[src/rtl/qreg_uart_tx.sv]
// qreg_uart_tx: captures every CPU write of the Q register into a small FIFO
// and serialises the queued bytes as 8N1 frames on txd. The CPU cannot be
// stalled, so a write into a full FIFO is dropped and flagged in a sticky bit.
module qreg_uart_tx #(
  parameter int CLKS_PER_BIT = 4,
  parameter int FIFO_DEPTH   = 4
) (
  input  logic                          clk,
  input  logic                          reset,
  input  logic                          qLoad,
  input  logic [7:0]                    qData,
  input  logic                          clearOverflow,
  output logic                          txd,
  output logic                          busy,
  output logic [$clog2(FIFO_DEPTH):0]   fifoCount,
  output logic                          overflow
);

  localparam int AW = $clog2(FIFO_DEPTH);
  localparam int CW = (CLKS_PER_BIT > 1) ? $clog2(CLKS_PER_BIT) : 1;
  localparam logic [CW-1:0] CNT_LAST   = CW'(CLKS_PER_BIT - 1);
  localparam logic [AW:0]   DEPTH_FULL = (AW + 1)'(FIFO_DEPTH);

  typedef enum logic [1:0] {IDLE, START, DATA, STOP} state_t;

  state_t        state, state_next;
  logic [CW-1:0] clk_cnt, clk_cnt_next;
  logic [2:0]    bit_idx, bit_idx_next;
  logic [7:0]    shift, shift_next;
  logic [7:0]    mem [FIFO_DEPTH];
  logic [AW-1:0] wr_ptr, rd_ptr;
  logic          pop, push, drop, bit_last, txd_next;

  assign bit_last = (clk_cnt == CNT_LAST);

  // A pop in the same cycle frees the slot, so a full FIFO can still accept.
  assign push = qLoad && ((fifoCount != DEPTH_FULL) || pop);
  assign drop = qLoad && !push;

  // Derived only from registered state, so qLoad never reaches busy directly.
  assign busy = (state != IDLE) || (fifoCount != '0);

  // Next-state, pop decision and next serial line value.
  always_comb begin
    // NOTE: every output of this block gets a default first so no path leaves
    // a signal unassigned, which would otherwise infer a latch.
    state_next   = state;
    clk_cnt_next = clk_cnt;
    bit_idx_next = bit_idx;
    pop          = 1'b0;

    case (state)
      IDLE: begin
        if (fifoCount != '0) begin
          pop          = 1'b1;
          state_next   = START;
          clk_cnt_next = '0;
        end
      end
      START: begin
        if (bit_last) begin
          state_next   = DATA;
          clk_cnt_next = '0;
          bit_idx_next = '0;
        end else begin
          clk_cnt_next = clk_cnt + 1'b1;
        end
      end
      DATA: begin
        if (bit_last) begin
          clk_cnt_next = '0;
          if (bit_idx == 3'd7) state_next = STOP;
          else                 bit_idx_next = bit_idx + 3'd1;
        end else begin
          clk_cnt_next = clk_cnt + 1'b1;
        end
      end
      STOP: begin
        if (bit_last) begin
          clk_cnt_next = '0;
          if (fifoCount != '0) begin
            pop        = 1'b1;
            state_next = START;
          end else begin
            state_next = IDLE;
          end
        end else begin
          clk_cnt_next = clk_cnt + 1'b1;
        end
      end
      default: state_next = IDLE;
    endcase

    shift_next = pop ? mem[rd_ptr] : shift;

    case (state_next)
      START:   txd_next = 1'b0;
      DATA:    txd_next = shift_next[bit_idx_next];
      default: txd_next = 1'b1;
    endcase
  end

  // FSM, counters, shift register and registered serial output.
  always_ff @(posedge clk or negedge reset) begin
    // NOTE: state uses non-blocking assignments so every flop samples the
    // pre-edge values regardless of statement order.
    if (!reset) begin
      state   <= IDLE;
      clk_cnt <= '0;
      bit_idx <= '0;
      shift   <= '0;
      txd     <= 1'b1;
    end else begin
      state   <= state_next;
      clk_cnt <= clk_cnt_next;
      bit_idx <= bit_idx_next;
      shift   <= shift_next;
      txd     <= txd_next;
    end
  end

  // FIFO pointers, occupancy and the sticky overflow flag.
  always_ff @(posedge clk or negedge reset) begin
    if (!reset) begin
      wr_ptr    <= '0;
      rd_ptr    <= '0;
      fifoCount <= '0;
      overflow  <= 1'b0;
    end else begin
      if (push) wr_ptr <= wr_ptr + 1'b1;
      if (pop)  rd_ptr <= rd_ptr + 1'b1;
      case ({push, pop})
        2'b10:   fifoCount <= fifoCount + 1'b1;
        2'b01:   fifoCount <= fifoCount - 1'b1;
        default: fifoCount <= fifoCount;
      endcase
      if (drop)               overflow <= 1'b1;
      else if (clearOverflow) overflow <= 1'b0;
    end
  end

  // FIFO storage; a slot is only ever read after it has been written.
  always_ff @(posedge clk) begin
    // NOTE: the storage array has no reset; validity is tracked by the
    // pointers and count, which keeps it mappable to plain RAM.
    if (push) mem[wr_ptr] <= qData;
  end

endmodule
[config.mk]
export PLATFORM = sky130hd
export DESIGN_NAME = qreg_uart_tx
export DESIGN_NICKNAME = d
export VERILOG_FILES = /design/src/rtl/qreg_uart_tx.sv
export SDC_FILE = /design/constraint.sdc
export NUM_CORES = 1
export LEC_CHECK = 0
export CORE_UTILIZATION = 58
export DETAILED_ROUTE_END_ITERATION = 10
export GPL_TIMING_DRIVEN = 0
export PLACE_DENSITY = 0.79
export SLEW_MARGIN = 0
export SYNTH_ARGS = -nofsm -noshare
export SYNTH_HDL_FRONTEND = slang
export SYNTH_SLANG_ARGS = --single-unit
[constraint.sdc]
create_clock -name clk -period 3.1 [get_ports clk]
set_clock_uncertainty 0.1 [all_clocks]
set_input_delay 0.31 -clock clk [delete_from_list [all_inputs] [get_ports clk]]
set_output_delay 0.31 -clock clk [all_outputs]
set_load 0.005 [all_outputs]
==> out/metrics.cfg <==
[clock_tree]
numCtsBuffers = 5
clk_pin_slew_ns = 0.08
htree_num_levels = 2
cts-root-to-sink-buffers = 2
clock_sinks = 56
cts_resized = 0
cts_tree = built
insertion_delay_ns = 0.30
cts-root-buf = sky130_fd_sc_hd__clkbuf_8

[timing]
fin_crit_sh = 0.971
setup_total_neg_slack_ns = 0
maxSlewViolCount = 0
setup_repair_after_global_routing_missed_its_margin = yes
max_freq_mhz = 332
worst_pin_slew_ns = 1.04
period_needed_ns = 3.01
hold_viol_final = 0
finalSetupViolations = 0
slew-limit-headroom = 0.308

[routing]
vias = 1485
drt_first_iter_violations = 60
route.detailed.vias_per_inst = 6.01
totalWireLength_um = 4340
drtPass1Iterations = 4
final_antenna_violating_net_count = 0
drt-wirelength-per-cell_um = 17.6
drc = 0

[grt]
grt_util_met3 = 0.0493
grt_pass1_wl_um = 7060
grt_start_max_net_pins = 25
highest_utilization_routing_layer_at_the_global_route_stage = met2
first_global_vias = 1510
met2_usage = 0.392
initial_antenna_violation_count = 0
grtUsageMet1 = 0.255
grt_util_all_layers = 0.217
grt-ovfl-total = 0

[floorplanning]
initial_utilization = 0.627
ios = 18
die_width_um = 68.9
die_h_um = 68.9
die_area_um2 = 4750
fp-row-count = 23
core-area_um2 = 4140

[synthesis]
synth.net_count = 196
ys.flop_type = sky130_fd_sc_hd__edfxtp_1
number_of_flops_mapped_to_enable_cells_by_yosys = 32
postSynthCellCount = 172
syn_warnings = 0
post_synth_num_cell_types = 52
yosys_register_bits = 56
postSynthAreaPerCell_um2 = 15.1
yosysSeqAreaShare = 0.602
asyncSetResetFlopFracSynth = 0.429
netlist_area_um2 = 2600

[layout]
multiInputGateArea_um2 = 966
final_layout_size_suffix_gt1_frac = 0.173
nNetsFinal = 220
total_area_of_sequential_cells_um2 = 1560
n_fill_cell = 280
area_delta_synth_final_pct = 12.1
antenna_cells_inserted = 0
fin_cells = 247

[worst_hold_path]
hold_path_depth = 1
worst_hold_path_type = flop to flop

[setup_path]
worst-endpoint-required_ns = 2.93
timing.reg2reg.setup_slack_ns = 0.09
timing.critical_path.from_type = flop
cp_data_arrival_time_ns = 2.84
worstSetupPathType = flop to flop
critical_path_peak_fanout = 9
timing.critical_path.to_type = flop
ff2ff_path_depth = 6

[power_and_ir_drop]
share_comb_of_total_power = 0.457
power-per-cell-area_nw_per_um2 = 965
power.switching_mw = 0.990
p_int_mw = 1.82
power.ir.vdd_worst_v = 0.000517
power_frac_seq = 0.413
power.leakage_nw = 1.09
clock_power_share = 0.131
p_sw_frac = 0.352

[flow_run]
maxCapViolations = 0

[outcome]
outcome = completed

[place]
placedCellCount = 239
globalplace.congestion = 0.701
hpwl_um = 3120
number_of_i_o_port_buffers = 17

-- registers in the layout, summed over array words and instances, names as in the netlist --
name and flops:
rd_ptr 2, bit_idx 3, shift 8, state 2, clk_cnt 2, overflow 1
fifoCount 3, wr_ptr 2, mem 32, txd 1
-- timing repair --
action	4_1_cts	5_1_grt
hold buffers	0	0
buffers inserted	0	0
endpoints found under the setup margin	0	32
-- layer usage --
| metal | wire, µm | share of wire | vias to the layer above |
|---|---|---|---|
| met3 | 136 | 0.031 | 2 |
| li1 | - | - | 695 |
| met5 | 0 | 0 | - |
| met1 | 1840 | 0.42 | 758 |
| met4 | 27 | 0.0062 | 0 |
| met2 | 2340 | 0.54 | 30 |
-- cell type report --
type / count / area share
inverters: 12 / 0.0155
well taps: 50 / 0.0215
repair buffers: 17 / 0.0584
multi-input cells: 99 / 0.332
flip-flops and latches: 56 / 0.537
plain buffers: 5 / 0.00817
clock buffers: 7 / 0.0262
clock inverters: 1 / 0.00172
-- cell usage after synthesis (2+ instances only) --
| master | instances | share of area |
|---|---|---|
| sky130_fd_sc_hd__mux2i_1 | 5 | 0.019 |
| sky130_fd_sc_hd__xnor2_1 | 3 | 0.010 |
| sky130_fd_sc_hd__clkinv_1 | 2 | 0.0029 |
| sky130_fd_sc_hd__nor2b_1 | 5 | 0.012 |
| sky130_fd_sc_hd__o32ai_1 | 2 | 0.0067 |
| sky130_fd_sc_hd__o21ai_1 | 2 | 0.0039 |
| sky130_fd_sc_hd__nand2_1 | 7 | 0.010 |
| sky130_fd_sc_hd__inv_1 | 10 | 0.014 |
| sky130_fd_sc_hd__mux4_2 | 8 | 0.069 |
| sky130_fd_sc_hd__clkbuf_1 | 2 | 0.0029 |
| sky130_fd_sc_hd__nor2_1 | 6 | 0.0087 |
| sky130_fd_sc_hd__o2bb2ai_1 | 2 | 0.0067 |
| sky130_fd_sc_hd__or3_1 | 2 | 0.0048 |
| sky130_fd_sc_hd__o221ai_1 | 2 | 0.0067 |
| sky130_fd_sc_hd__ha_1 | 11 | 0.053 |
| sky130_fd_sc_hd__a31oi_1 | 2 | 0.0048 |
| sky130_fd_sc_hd__xor2_1 | 2 | 0.0067 |
| sky130_fd_sc_hd__mux2_4 | 2 | 0.012 |
| sky130_fd_sc_hd__dfrtp_1 | 23 | 0.22 |
| sky130_fd_sc_hd__mux2_2 | 9 | 0.039 |
| sky130_fd_sc_hd__nand3_1 | 3 | 0.0058 |
| sky130_fd_sc_hd__edfxtp_1 | 32 | 0.37 |
-- final timing paths --
check | start | to
worst max-delay path | state[0] | mem[2][1]
worst min-delay path | shift[7] | shift[7]
worst max register to register | state[0] | mem[2][1]
worst min register to register | shift[7] | shift[7]
max in group asynchronous | reset | bit_idx[2]
min in group asynchronous | reset | shift[1]
-- power by group through the flow --
| stage | registers [mW] | logic [mW] | clock network (mW) |
|---|---|---|---|
| 3_3_place_gp | 1.15 | 1.22 | 0 |
| 5_1_grt | 1.18 | 1.42 | 0.412 |
| 3_5_place_dp | 1.17 | 1.30 | 0 |
| 4_1_cts | 1.16 | 1.30 | 0.382 |
| 2_1_floorplan | 1.14 | 0.961 | 0 |
| 6_report | 1.16 | 1.28 | 0.367 |
-- worst max-delay path, stage by stage, from the launching register on --
cell,delay [ns]
sky130_fd_sc_hd__dfrtp_1,0.41
sky130_fd_sc_hd__inv_1,0.15
sky130_fd_sc_hd__ha_1,0.25
sky130_fd_sc_hd__clkbuf_1,0.20
sky130_fd_sc_hd__nor2_1,0.51
sky130_fd_sc_hd__o21ai_1,0.32
sky130_fd_sc_hd__nor2_1,0.72
-- cells in the final DEF (no fill, tap or decap), types with 2 or more instances in the layout --
cell type,Yosys,layout
sky130_fd_sc_hd__nand2_1,7,7
sky130_fd_sc_hd__o2bb2ai_1,2,2
sky130_fd_sc_hd__mux2_4,2,2
sky130_fd_sc_hd__xor2_1,2,2
sky130_fd_sc_hd__or3_1,2,2
sky130_fd_sc_hd__o32ai_1,2,2
sky130_fd_sc_hd__a31oi_1,2,2
sky130_fd_sc_hd__xnor2_1,3,3
sky130_fd_sc_hd__nand3_1,3,3
sky130_fd_sc_hd__clkdlybuf4s50_1,0,17
sky130_fd_sc_hd__edfxtp_1,32,32
sky130_fd_sc_hd__mux2_2,9,9
sky130_fd_sc_hd__nor2b_1,5,5
sky130_fd_sc_hd__clkbuf_8,0,5
sky130_fd_sc_hd__o221ai_1,2,2
sky130_fd_sc_hd__mux2i_1,5,5
sky130_fd_sc_hd__o21ai_1,2,2
sky130_fd_sc_hd__mux4_2,8,8
sky130_fd_sc_hd__inv_1,10,10
sky130_fd_sc_hd__clkinv_1,2,2
sky130_fd_sc_hd__dfrtp_1,23,23
sky130_fd_sc_hd__nor2_1,6,6
sky130_fd_sc_hd__ha_1,11,11
sky130_fd_sc_hd__clkbuf_1,2,4
-- per-stage QoR --
step / util / cell area, µm² / worst slack [ns] / total power, mW / hold WS (ns)
2_1_floorplan: - / 2600 / 0.626 / 2.10 / -0.0856
3_3_place_gp: 0.683 / 2830 / 0.203 / 2.37 / 0.383
3_5_place_dp: 0.683 / 2830 / 0.123 / 2.47 / 0.390
4_1_cts: 0.703 / 2910 / 0.0610 / 2.84 / 0.412
5_1_grt: 0.703 / 2910 / -0.123 / 3.02 / 0.427
6_report: 0.703 / 2910 / 0.0888 / 2.81 / 0.408
-- logic make-up after synthesis --
family,synth area share
AND/OR/NAND/NOR,0.0670
flip-flops,0.602
XOR/XNOR,0.0169
AO/OA/AOI/OAI,0.0882
buffers and inverters,0.0265
multiplexers,0.139
adder cells (fa/ha/maj),0.0607
Note: power is estimated with default switching activity, not from simulation.
==> RTL change (same flow settings) <==
Change the parameter `FIFO_DEPTH` from 4 to 2.
--- a/src/rtl/qreg_uart_tx.sv
+++ b/src/rtl/qreg_uart_tx.sv
@@ -4,5 +4,5 @@
 module qreg_uart_tx #(
   parameter int CLKS_PER_BIT = 4,
-  parameter int FIFO_DEPTH   = 4
+  parameter int FIFO_DEPTH   = 2
 ) (
   input  logic                          clk,
Interface: changed (resized fifoCount); port bits go from 18 to 17. The function was not compared with the original's and may differ.
==> RTL change against the original RTL <==
Die area decreased by 33%. Sequential cell count decreased by 19. Maximum frequency increased by 13%. Setup slack improved by 0.35 ns. Global-route usage decreased by 0.15 points. Power decreased by 35%. Synthesized area decreased by 34%. Core utilization increased by 0.46 points. Cell area decreased by 32%. Routed wire length decreased by 38%. Critical path type unchanged. Largest power group unchanged. Highest routed layer unchanged.
==> RTL change: results (changes against the original RTL) <==
status:
  status: "completed"
place:
  place.gp.congestion: 0.854  # +22%
  place_ws_ns: 0.452  # +0.329 ns
  io_buffers: 16  # -1
  hpwl_um: 2180  # -30%
  placed_cell_area_um2: 1920  # -32%
setup_path:
  rrSetupSlack_ns: 0.44  # +0.35 ns
  arrival_ns: 2.82  # -0.02 ns
  crit_family: "compound AO/OA/AOI/OAI gates"
  cpMaxStageDelayCell: "a211oi_4"
global_route:
  grt_max_degree: 22  # -12%
  grt.met1_usage: 0.233  # -0.0212
  use_met3: 0.0691  # +0.0198
  track_usage: 0.216  # -0.00146
  grt_pass1_vias: 1219  # -19%
  grt_pass1_wl_um: 5070  # -28%
synth:
  ys_seq_area_frac: 0.587  # -0.0149
  synth_nets: 155  # -21%
  synth_edf_count: 16  # -50%
  post_synth_main_area_contributors: "dfrtp_1, edfxtp_1, ha_1"
  synth_commonest_cells: "dfrtp_1, edfxtp_1, nor2_1, a21oi_1"
drt:
  met2_length_um: 1430  # -39%
  vias_per_cell: 5.79  # -3.7%
  wl_um: 2710  # -38%
sta:
  worst_slew_pin_slew_ns: 0.875  # -0.160 ns
  holdWs_ns: 0.363  # -0.0456 ns
  period_share: 0.857  # -0.114
clock_network:
  ctsRootBufferMaster: "clkbuf_4"
  clkTransAtPathRegs_ns: 0.10  # +0.02 ns
  insertion_delay_ns: 0.33  # +0.03 ns
final_layout:
  reg_top3: "mem x16, shift x8, bit_idx x3"
  drive_gt1_frac: 0.132  # -0.0405
power_and_ir_drop:
  peakVddDrop_mv: 0.650  # +26%
  power.leakage_nw: 0.825  # -24%
worst_hold_path:
  hp-class: "in -> async"
## RTL change: changes by cell type after synthesis, sizes merged, moves of 6 or more
cell    unedited run  this run
a21oi              1        12
a211oi             0         6
mux4               8         0
nor2               6        15
mux2              11         2
edfxtp            32        16
## RTL change: final timing paths
| kind | from | end | depth (start not counted) |
|---|---|---|---|
| min | reset | shift[2] | 1 |
| max | state[1] | txd | 8 |
| max in group asynchronous | reset | wr_ptr | 1 |
| min reg2reg | wr_ptr | wr_ptr | 1 |
| max reg2reg | state[1] | txd | 8 |
| min in group clk | wr_ptr | wr_ptr | 1 |
## RTL change: logic make-up after synthesis
family | Yosys count | share of synthesized area
flops | 37 | 0.587
compound gates | 32 | 0.143
simple gates | 29 | 0.0831
buf+inv | 13 | 0.0379
mux | 11 | 0.0656
fa+ha+maj | 8 | 0.0583
xor+xnor | 5 | 0.0255
## RTL change: worst register-to-register path, stage by stage, from the launching register on
cell and delay (ns):
dfrtp_1 0.40, inv_1 0.11, ha_1 0.43, o21ai_1 0.20, a211oi_4 0.49, a211oi_1 0.08
a2111oi_0 0.36, o41ai_1 0.13, mux2_1 0.30
## RTL change: layout make-up
cell class / instances / area [µm²] / area share
buffer: 4 / 31.3 / 0.0159
tap: 31 / 38.8 / 0.0197
clock buffer: 6 / 41.3 / 0.0210
multi-input combinational: 85 / 644 / 0.328
inverter: 9 / 33.8 / 0.0172
sequential: 37 / 1010 / 0.512
timing repair buffer: 16 / 160 / 0.0814
clock inverter: 2 / 10.0 / 0.00509
## RTL change: power groups by stage
stage	clock (mW)	combinational (mW)	sequential, mW
after floorplan	0	0.600	0.778
after global placement	0	0.781	0.783
after detailed placement	0	0.824	0.797
after CTS	0.232	0.831	0.785
after global routing	0.253	0.936	0.804
final	0.226	0.822	0.784
